### src/rtl/keypad_scan_if.sv
// Keypad front-end bundle: row drive / column sense lines plus the
// debounced key outputs consumed by the watch time-setting stage.
interface keypad_scan_if;
    logic [2:0] key_col;
    logic [3:0] key_row;
    logic [9:0] keypad;
    logic [3:0] key_code;
    logic       key_valid;
    logic       key_pulse;

    modport master (
        input  key_col,
        output key_row, keypad, key_code, key_valid, key_pulse
    );

    modport slave (
        output key_col,
        input  key_row, keypad, key_code, key_valid, key_pulse
    );
endinterface

### src/rtl/keypad_scan.sv
// 4x3 matrix keypad scanner: row strobing, 2-flop column synchronizer,
// per-frame single-key decode and a frame-stepped debounce FSM.
module keypad_scan #(
    parameter int ROW_HOLD        = 4,
    parameter int DEBOUNCE_FRAMES = 3
) (
    input  logic           clk,
    input  logic           rst,
    keypad_scan_if.master  bus
);
    localparam int HW = $clog2(ROW_HOLD);
    localparam int CW = $clog2(DEBOUNCE_FRAMES + 1);
    localparam logic [3:0] NONE = 4'd15;

    typedef enum logic [1:0] {RELEASED, PRESS_WAIT, PRESSED, RELEASE_WAIT} state_t;

    logic [2:0]    col_s1, col_s2;
    logic [1:0]    row, row_nx;
    logic [HW-1:0] hold;
    logic          sample, frame_end;

    function automatic logic [3:0] key_map(input logic [1:0] r, input int c);
        if (r == 2'd3) return (c == 0) ? 4'd10 : (c == 1) ? 4'd0 : 4'd11;
        return 4'(3 * int'(r) + c + 1);
    endfunction

    assign sample    = (hold == HW'(ROW_HOLD - 1));
    assign frame_end = sample && (row == 2'd3);
    assign row_nx    = sample ? row + 2'd1 : row;

    // key_row follows the next row index so the drive lines up with row/hold,
    // leaving ROW_HOLD-1 cycles for the synchronizer to settle before sampling.
    always_ff @(posedge clk or negedge rst) begin
        if (!rst) begin
            col_s1      <= 3'b111;
            col_s2      <= 3'b111;
            row         <= '0;
            hold        <= '0;
            bus.key_row <= 4'b1111;
        end else begin
            col_s1      <= bus.key_col;
            col_s2      <= col_s1;
            hold        <= sample ? '0 : hold + 1'b1;
            row         <= row_nx;
            bus.key_row <= ~(4'b0001 << row_nx);
        end
    end

    // hits saturate at 2: anything beyond one closed key is rejected
    logic [1:0] row_hits, acc_hits, tot_hits;
    logic [3:0] row_code, acc_code, tot_code, frame_code;
    logic [2:0] hit_sum;

    always_comb begin
        row_hits = '0;
        row_code = NONE;
        for (int c = 0; c < 3; c++) begin
            if (!col_s2[c]) begin
                row_hits = (row_hits == 2'd0) ? 2'd1 : 2'd2;
                row_code = key_map(row, c);
            end
        end
        hit_sum    = {1'b0, acc_hits} + {1'b0, row_hits};
        tot_hits   = (hit_sum >= 3'd2) ? 2'd2 : hit_sum[1:0];
        tot_code   = (row_hits != 2'd0) ? row_code : acc_code;
        frame_code = (tot_hits == 2'd1) ? tot_code : NONE;
    end

    always_ff @(posedge clk or negedge rst) begin
        if (!rst) begin
            acc_hits <= '0;
            acc_code <= NONE;
        end else if (frame_end) begin
            acc_hits <= '0;
            acc_code <= NONE;
        end else if (sample) begin
            acc_hits <= tot_hits;
            acc_code <= tot_code;
        end
    end

    state_t        state, state_nx;
    logic [3:0]    cand, cand_nx;
    logic [CW-1:0] cnt, cnt_nx;
    logic          load, clear;

    always_ff @(posedge clk or negedge rst) begin
        if (!rst) begin
            state <= RELEASED;
            cand  <= NONE;
            cnt   <= '0;
        end else begin
            state <= state_nx;
            cand  <= cand_nx;
            cnt   <= cnt_nx;
        end
    end

    always_comb begin
        state_nx = state;
        cand_nx  = cand;
        cnt_nx   = cnt;
        if (frame_end) begin
            case (state)
                RELEASED: if (frame_code != NONE) begin
                    state_nx = PRESS_WAIT;
                    cand_nx  = frame_code;
                    cnt_nx   = CW'(1);
                end
                PRESS_WAIT: begin
                    if (frame_code == cand) begin
                        cnt_nx = cnt + 1'b1;
                        if (cnt_nx == CW'(DEBOUNCE_FRAMES)) state_nx = PRESSED;
                    end else if (frame_code == NONE) begin
                        state_nx = RELEASED;
                    end else begin
                        cand_nx = frame_code;
                        cnt_nx  = CW'(1);
                    end
                end
                PRESSED: if (frame_code != cand) begin
                    state_nx = RELEASE_WAIT;
                    cnt_nx   = CW'(1);
                end
                RELEASE_WAIT: begin
                    if (frame_code == cand) begin
                        state_nx = PRESSED;
                    end else begin
                        cnt_nx = cnt + 1'b1;
                        if (cnt_nx == CW'(DEBOUNCE_FRAMES)) state_nx = RELEASED;
                    end
                end
                default: state_nx = RELEASED;
            endcase
        end
    end

    always_comb begin
        load  = (state == PRESS_WAIT)   && (state_nx == PRESSED);
        clear = (state == RELEASE_WAIT) && (state_nx == RELEASED);
    end

    always_ff @(posedge clk or negedge rst) begin
        if (!rst) begin
            bus.keypad    <= '0;
            bus.key_code  <= NONE;
            bus.key_valid <= 1'b0;
            bus.key_pulse <= 1'b0;
        end else begin
            bus.key_pulse <= load;
            if (load) begin
                bus.key_code  <= cand;
                bus.key_valid <= 1'b1;
                bus.keypad    <= (cand <= 4'd9) ? (10'd1 << cand) : '0;
            end else if (clear) begin
                bus.key_code  <= NONE;
                bus.key_valid <= 1'b0;
                bus.keypad    <= '0;
            end
        end
    end
endmodule

### src/flat_wrapper.sv
// flat-port wrapper written by rule: the top's interface ports become plain ports
module keypad_scan_flat 
#(
    parameter int ROW_HOLD        = 4,
    parameter int DEBOUNCE_FRAMES = 3
)
  (clk, rst, bus_key_col, bus_key_row, bus_keypad, bus_key_code, bus_key_valid, bus_key_pulse);
  keypad_scan_if bus_i ();
  input  logic clk;
  input  logic rst;
  input wire logic [$bits(bus_i.key_col)-1:0] bus_key_col;
  output wire logic [$bits(bus_i.key_row)-1:0] bus_key_row;
  output wire logic [$bits(bus_i.keypad)-1:0] bus_keypad;
  output wire logic [$bits(bus_i.key_code)-1:0] bus_key_code;
  output wire logic [$bits(bus_i.key_valid)-1:0] bus_key_valid;
  output wire logic [$bits(bus_i.key_pulse)-1:0] bus_key_pulse;
  assign bus_i.key_col = bus_key_col;
  assign bus_key_row = bus_i.key_row;
  assign bus_keypad = bus_i.keypad;
  assign bus_key_code = bus_i.key_code;
  assign bus_key_valid = bus_i.key_valid;
  assign bus_key_pulse = bus_i.key_pulse;
  keypad_scan #(.ROW_HOLD(ROW_HOLD), .DEBOUNCE_FRAMES(DEBOUNCE_FRAMES)) u_core (.clk(clk), .rst(rst), .bus(bus_i));
endmodule
### config.mk
export PLATFORM = sky130hd
export DESIGN_NAME = keypad_scan_flat
export DESIGN_NICKNAME = d
export VERILOG_FILES = /design/src/rtl/keypad_scan_if.sv /design/src/rtl/keypad_scan.sv /design/src/flat_wrapper.sv
export SDC_FILE = /design/constraint.sdc
export NUM_CORES = 1
export LEC_CHECK = 0
export BUFFER_PORTS_ARGS = -buffer_cell sky130_fd_sc_hd__buf_2
export CAP_MARGIN = 20
export CORE_UTILIZATION = 40
export CTS_CLUSTER_DIAMETER = 100
export CTS_CLUSTER_SIZE = 24
export DETAILED_ROUTE_END_ITERATION = 8
export SYNTH_ARGS = -nofsm -noshare
export SYNTH_HDL_FRONTEND = slang
export SYNTH_SLANG_ARGS = --single-unit
export TNS_END_PERCENT = 30
### constraint.sdc
create_clock -name clk -period 3.7 [get_ports clk]
set_input_delay 0.185 -clock clk [delete_from_list [all_inputs] [get_ports clk]]
set_output_delay 0.185 -clock clk [all_outputs]
set_load 0.005 [all_outputs]
# Word-level counts from Yosys, hierarchy flattened
# Cells that the tools add are included.
[word_totals] input_bits=5 regBits=44 elab_cells=112
[classes] n_eq_ne=18 n_mul=1 n_reduce_logical=13 n_shift=2 mux=53 addsub=8 bitwise_logic=1 magnitude_cmp=2
[op_table] op="two-way mux 4 bit" count=18
[op_table] op="two-way mux 2 bit" count=22
[op_table] op="two-way mux 10 bit" count=3
[op_table] op="case mux 2 bit (4 select lines)" count=2
[op_table] op="adder 4 x 2 -> 4 bit (second input constant)" count=3
[op_table] op="equality test 2 bit (second input constant)" count=6
[op_table] op="AND reduction 5 bit" count=2
[op_table] op="<< shifter 1 x 4 -> 10 bit (first input constant)" count=1
[op_table] op="logical NOT 2 bit" count=4
[op_table] op="case mux 4 bit (2 select lines)" count=1
[op_table] op="nonzero test 2 bit" count=4
[op_table] op="two-way mux 1 bit" count=7
[op_table] op="adder 2 x 1 -> 2 bit (second input constant)" count=3
[op_table] op="!= test 2 bit (second input constant)" count=3
[op_table] op="adder 4 x 3 -> 4 bit (second input constant)" count=1
[op_table] op="equality test 2 x 1 -> 1 bit (second input constant)" count=2
[op_table] op="equality test 4 bit" count=1
[op_table] op="equality test 4 bit (second input constant)" count=1
[op_table] op="less-or-equal comparator 4 bit (second input constant)" count=1
[op_table] op="multiplier 2 x 2 -> 4 bit (first input constant)" count=1
[op_table] op="!= test 2 x 1 -> 1 bit (second input constant)" count=2
[op_table] op="!= test 4 bit" count=1
[op_table] op="!= test 4 bit (second input constant)" count=1
[op_table] op="NOT 4 bit" count=1
[op_table] op="5 further kinds" count=7

# Depth between registers and ports, before layout
[logic_depth] ltp_word=21 mapped_depth=14 depth_no_buf=13

# Worst setup path after synthesis
# Ideal clock, no wire load.
[synth_timing] path_type="reg2reg" from="register u_core.col_s2[1]" to="register u_core.bus.keypad[6]" arrival_time_ns=3.754 required_ns=3.621 slack_ns=-0.133 setup_ns=0.079 stages_incl_launch_ff=14 period_less_slack_ns=3.833 path_cell_list="dfstp_2 inv_1 ha_1 mux2_2 ha_1 inv_1 fa_1 nand3_1 or3_1 a21oi_1 nor4bb_1 a2111oi_4 mux2i_1 o2bb2ai_1"
[synth_between] elab_chain_cells=17 elab_cells_between_ends=30
[synth_rtl] element="start: declaration" line_no="keypad_scan.sv:17" source="logic [2:0] col_s1, col_s2;"
[synth_rtl] element="start signal: assignment" line_no="keypad_scan.sv:42" source="col_s2 <= col_s1;"
[synth_rtl] element="two-way mux 2 bit" line_no="keypad_scan.sv:58" source="if (!col_s2[c]) begin"
[synth_rtl] element="logical NOT 2 bit" line_no="keypad_scan.sv:59" source="row_hits = (row_hits == 2'd0) ? 2'd1 : 2'd2;"
[synth_rtl] element="two-way mux 2 bit" line_no="keypad_scan.sv:59"
[synth_rtl] element="two-way mux 2 bit" line_no="keypad_scan.sv:58"
[synth_rtl] element="adder 2 x 2 -> 3 bit" line_no="keypad_scan.sv:63" source="hit_sum = {1'b0, acc_hits} + {1'b0, row_hits};"
[synth_rtl] element="greater-or-equal comparator 3 x 2 -> 1 bit" line_no="keypad_scan.sv:64" source="tot_hits = (hit_sum >= 3'd2) ? 2'd2 : hit_sum[1:0];"
[synth_rtl] element="two-way mux 2 bit" line_no="keypad_scan.sv:64"
[synth_rtl] element="equality test 2 x 1 -> 1 bit" line_no="keypad_scan.sv:66" source="frame_code = (tot_hits == 2'd1) ? tot_code : NONE;"
[synth_rtl] element="two-way mux 4 bit *" line_no="keypad_scan.sv:66"
[synth_rtl] element="equality test 4 bit" line_no="keypad_scan.sv:114" source="end else if (frame_code == NONE) begin"
[synth_rtl] element="two-way mux 2 bit" line_no="keypad_scan.sv:114"
[synth_rtl] element="two-way mux 2 bit" line_no="keypad_scan.sv:111" source="if (frame_code == cand) begin"
[synth_rtl] element="case mux 2 bit (4 select lines) *" line_no="keypad_scan.sv:104" source="case (state)"
[synth_rtl] element="two-way mux 2 bit *" line_no="keypad_scan.sv:103" source="if (frame_end) begin"
[synth_rtl] element="equality test 2 bit or logical NOT 2 bit (tied branches)" line_no="keypad_scan.sv:139, keypad_scan.sv:140"
[synth_rtl] element="logical AND 1 bit (on tied branches)" line_no="keypad_scan.sv:139, keypad_scan.sv:140"
[synth_rtl] element="two-way mux 10 bit or nonzero test 2 bit (tied branches)"
[synth_rtl] element="end signal: assignment" line_no="keypad_scan.sv:154" source="bus.keypad <= (cand <= 4'd9) ? (10'd1 << cand) : '0;"
[synth_rtl] element="end: declaration" line_no="keypad_scan_if.sv:13" source="output key_row, keypad, key_code, key_valid, key_pulse"
# Every way passes the cells marked *; elsewhere a longest branch is shown, timed or not.
# A chain may end at the register's enable or synchronous reset.

# Worst setup path after layout
[layout_timing] from="register u_core.col_s2[0]" to="register u_core.bus.keypad[3]"
[layout_between] elab_chain_cells=20 elab_cells_between_ends=34
[layout_rtl] element="two-way mux 1 bit" line_no="keypad_scan.sv:58"
[layout_rtl] element="logical NOT 2 bit" line_no="keypad_scan.sv:59"
[layout_rtl] element="two-way mux 2 bit" line_no="keypad_scan.sv:59"
[layout_rtl] element="two-way mux 2 bit" line_no="keypad_scan.sv:58"
[layout_rtl] element="logical NOT 2 bit" line_no="keypad_scan.sv:59"
[layout_rtl] element="two-way mux 2 bit" line_no="keypad_scan.sv:59"
[layout_rtl] element="two-way mux 2 bit" line_no="keypad_scan.sv:58"
[layout_rtl] element="adder 2 x 2 -> 3 bit" line_no="keypad_scan.sv:63"
[layout_rtl] element="[... 4 more ...]"
[layout_rtl] element="equality test 4 bit" line_no="keypad_scan.sv:114"
[layout_rtl] element="two-way mux 2 bit" line_no="keypad_scan.sv:114"
[layout_rtl] element="two-way mux 2 bit" line_no="keypad_scan.sv:111"
[layout_rtl] element="case mux 2 bit (4 select lines) *" line_no="keypad_scan.sv:104"
[layout_rtl] element="two-way mux 2 bit *" line_no="keypad_scan.sv:103"
[layout_rtl] element="equality test 2 bit or logical NOT 2 bit (tied branches)" line_no="keypad_scan.sv:139, keypad_scan.sv:140"
[layout_rtl] element="logical AND 1 bit (on tied branches)" line_no="keypad_scan.sv:139, keypad_scan.sv:140"
[layout_rtl] element="two-way mux 10 bit or nonzero test 2 bit (tied branches)"
# Marked as above.

==> run summary <==
Via count -> 1705
Critical Path RT -> 3920 ps
Synth warn -> 0
Commonest cells in the synthesized netlist -> 22 x dfrtp_1, 22 x dfstp_2, 19 x inv_1, 16 x nand2_1, 13 x nor2_1
Crit path launch -> u_core.col_s2[0]
Clk slew on worst S/H paths -> 80 ps
# H-tree levels -> 2
Synth area leader -> dfstp_2
Clock sink count -> 44
Worst-path maximum fanout -> 6
Pin count of the biggest net entering global routing -> 45
Ys flop type -> dfstp_2
Die ar. -> 0.006092 mm²
DRC Markers -> 0
Net count after synthesis -> 233
Number of flops mapped to enable cells by yosys -> 0
Yosys reg bits -> 44
Vias per inst -> 5.167
Hold crit path type -> input port to asynchronous set/reset pin
Final WL -> 4.697 mm
Slew HR -> 35.97%
Worst setup EP type -> register
Pre-Repair DR Iteration Count -> 4
Final Hold Viols -> 0
Vias in the first global route -> 1652
TritonCTS clock tree -> yes
Worst R2R Setup Slack -> -30 ps
Grt ovf -> 0
TNS Setup -> -123.4 ps
Top delay family on crit path -> adder cells
Area fraction of the dominant cell type after synthesis -> 24.99%
Crit share post-route -> 100.8%
Crit path to -> u_core.bus.keypad[3]
Routability congestion estimate -> 0.7723
Stages on worst setup path -> 15
Worst-skew pair later-pin latency -> 290 ps
Buffers & Inverters on Critical Path -> 4
Post-Syn Area -> 0.002313 mm²
Worst Skew -> 5.338 ps
Util after Layout -> 52.96%
Worst slew pin tran -> 960.5 ps
VDD IR-drop max -> 0.1765 mV
Worst R2R End -> u_core.bus.keypad[3]
IO Port Bufs -> 24
Clock tree buffer depth -> 2
Syn_area_per_cell -> 10.76 µm²
ANT cells -> 0
Top Ports -> 25
Post-synthesis cell type count -> 46
Post-Place Cells -> 312
FF-to-FF Start -> u_core.col_s2[0]
Pre-CTS setup slack -> 5.393 ps
Routed length per instance -> 14.23 µm
Layout area overhead -> 26.83%
RSZ-0062 raised after global routing -> yes
Syn Inst Count -> 215
F_max -> 268.2 MHz
DRT antenna net count -> 0
CP max stage delay -> 560 ps
Final setup margin -> -29.03 ps
Placed wire-length estimate -> 3.177 mm
# Max-Cap Violations -> 0
Share of cells above drive strength 1 -> 39.53%
Crit path cell chain -> inv_2 > ha_4 > mux2_4 > ha_4 > inv_2 > fa_2 > nand3_4 > or3_4 > a21oi_4 > nor4bb_4 > a2111oi_4 > clkbuf_16 > mux2i_4 > clkbuf_16 > o2bb2ai_1
Die width -> 78.05 µm
Sequential cell area fraction in the yosys report -> 48.78%
Final min period -> 3729 ps
CTS Buf Count -> 5
Initial Utilization -> 41.76%
Rows -> 27
Startpoint Class -> register
Leak Pwr -> 1.297 nW
Dominant cells by area after synthesis -> dfstp_2 25%, dfrtp_1 24%, ha_1 6.5%
GR Util All Layers -> 16.38%
Die height -> 78.05 µm
Slowest-stage cell, CP -> fa_2
Failing checks -> negative setup slack
Crit Path Category -> register to register
Total power draw -> 1.217 mW
R2r worst-path depth -> 15
Root buf cell -> clkbuf_8
Final std cells w/o fill -> 330
Nets -> 276
Initial antenna violation count -> 0
Setup Viol. Count Final -> 5
Max Slew Vio Count -> 0
Initial DRC Count -> 59
Status -> finished with violations
Power per Cell Area -> 414.7 mW/mm²
CP Data Arrival Time -> 3940 ps
Post-synth ARST share -> 100.0%
First-pass GRT wire length -> 7.679 mm
Core ar. -> 0.005540 mm²
## what timing repair did
item	4_1_cts	5_1_grt
buffers inserted	1	6
setup endpoints to repair	10	21
gates resized for setup	0	23
endpoints found under the hold margin	3	0
hold buffers	3	0
cloned	0	1
pin swaps	0	7
## layout by cell type, fill, tap and decap left out, types with 4 or more instances in the layout
cell type	Yosys	routed
nor2_1	13	13
inv_1	19	16
nand2_1	16	16
buf_2	1	24
o22a_1	9	9
dfstp_2	22	22
a31oi_1	4	4
nand3_1	7	6
clkbuf_8	0	5
and3_1	4	4
dfrtp_1	22	22
o21ai_0	10	10
a21oi_1	6	5
buf_4	1	15
ha_1	12	10
o211ai_1	4	4
o2bb2ai_1	10	6
## logic make-up (layout without fill, tap and decap cells)
logic type                 count (synthesis)  in the layout  synth area share, %
adders and majority gates                 13             13                7.355
xor gates and xnor gates                   3              3                1.136
AOI/OAI and AO/OA                         60             60                20.12
muxes                                      9              9                4.110
buffers and inverters                     29             72                4.922
DFF                                       44             44                48.78
and+or+nand+nor                           57             57                13.57
## registers in the layout, summed over array words and instances (netlist names), 3 cells and up
| register | cells |
|---|---|
| u_core.bus.keypad | 10 |
| u_core.acc_code | 4 |
| u_core.bus.key_code | 4 |
| u_core.bus.key_row | 4 |
| u_core.cand | 4 |
| u_core.col_s1 | 3 |
| u_core.col_s2 | 3 |
## area by class of cell
cell class | instances | area, µm²
Timing Repair Buffer | 46 | 337.8
Fill cell | 490 | 2606
Tap cell | 72 | 90.09
Clock buffer | 6 | 72.57
Clock inverter | 1 | 30.03
Multi-Input combinational cell | 142 | 1204
Inverter | 19 | 71.32
Sequential cell | 44 | 1129
## per-layer routing
| layer | wire [µm] | track usage, % | part of all wire [%] |
|---|---|---|---|
| met2 | 2151 | 24.91 | 46 |
| met3 | 96 | 3.721 | 2.0 |
| met4 | 80 | 7.037 | 1.7 |
| met5 | 0 | 0 | 0 |
| met1 | 2368 | 22.41 | 50 |
## per-stage QoR
step           cell area [µm²]  hold WS, ps
2_1_floorplan             2326       -110.6
3_3_place_gp              2589        289.3
3_5_place_dp              2589        291.3
4_1_cts                   2741        76.31
5_1_grt                   2934        119.0
6_report                  2934        34.46
## worst min-delay path by stage
stage / to / from
floorplan: u_core.acc_hits[0] / rst
global placement: u_core.col_s1[2] / bus_key_col[2]
detailed placement: u_core.col_s1[1] / bus_key_col[1]
CTS: u_core.cnt[1] / rst
global route: u_core.bus.key_valid / rst
finish: u_core.cnt[1] / rst
## power breakdown
group | internal [mW] | switching (mW) | total, mW
clock network | 0.198 | 0.157 | 0.355
registers | 0.534 | 0.0507 | 0.585
logic | 0.130 | 0.148 | 0.277
No activity file was read; power rests on OpenSTA's default activity.
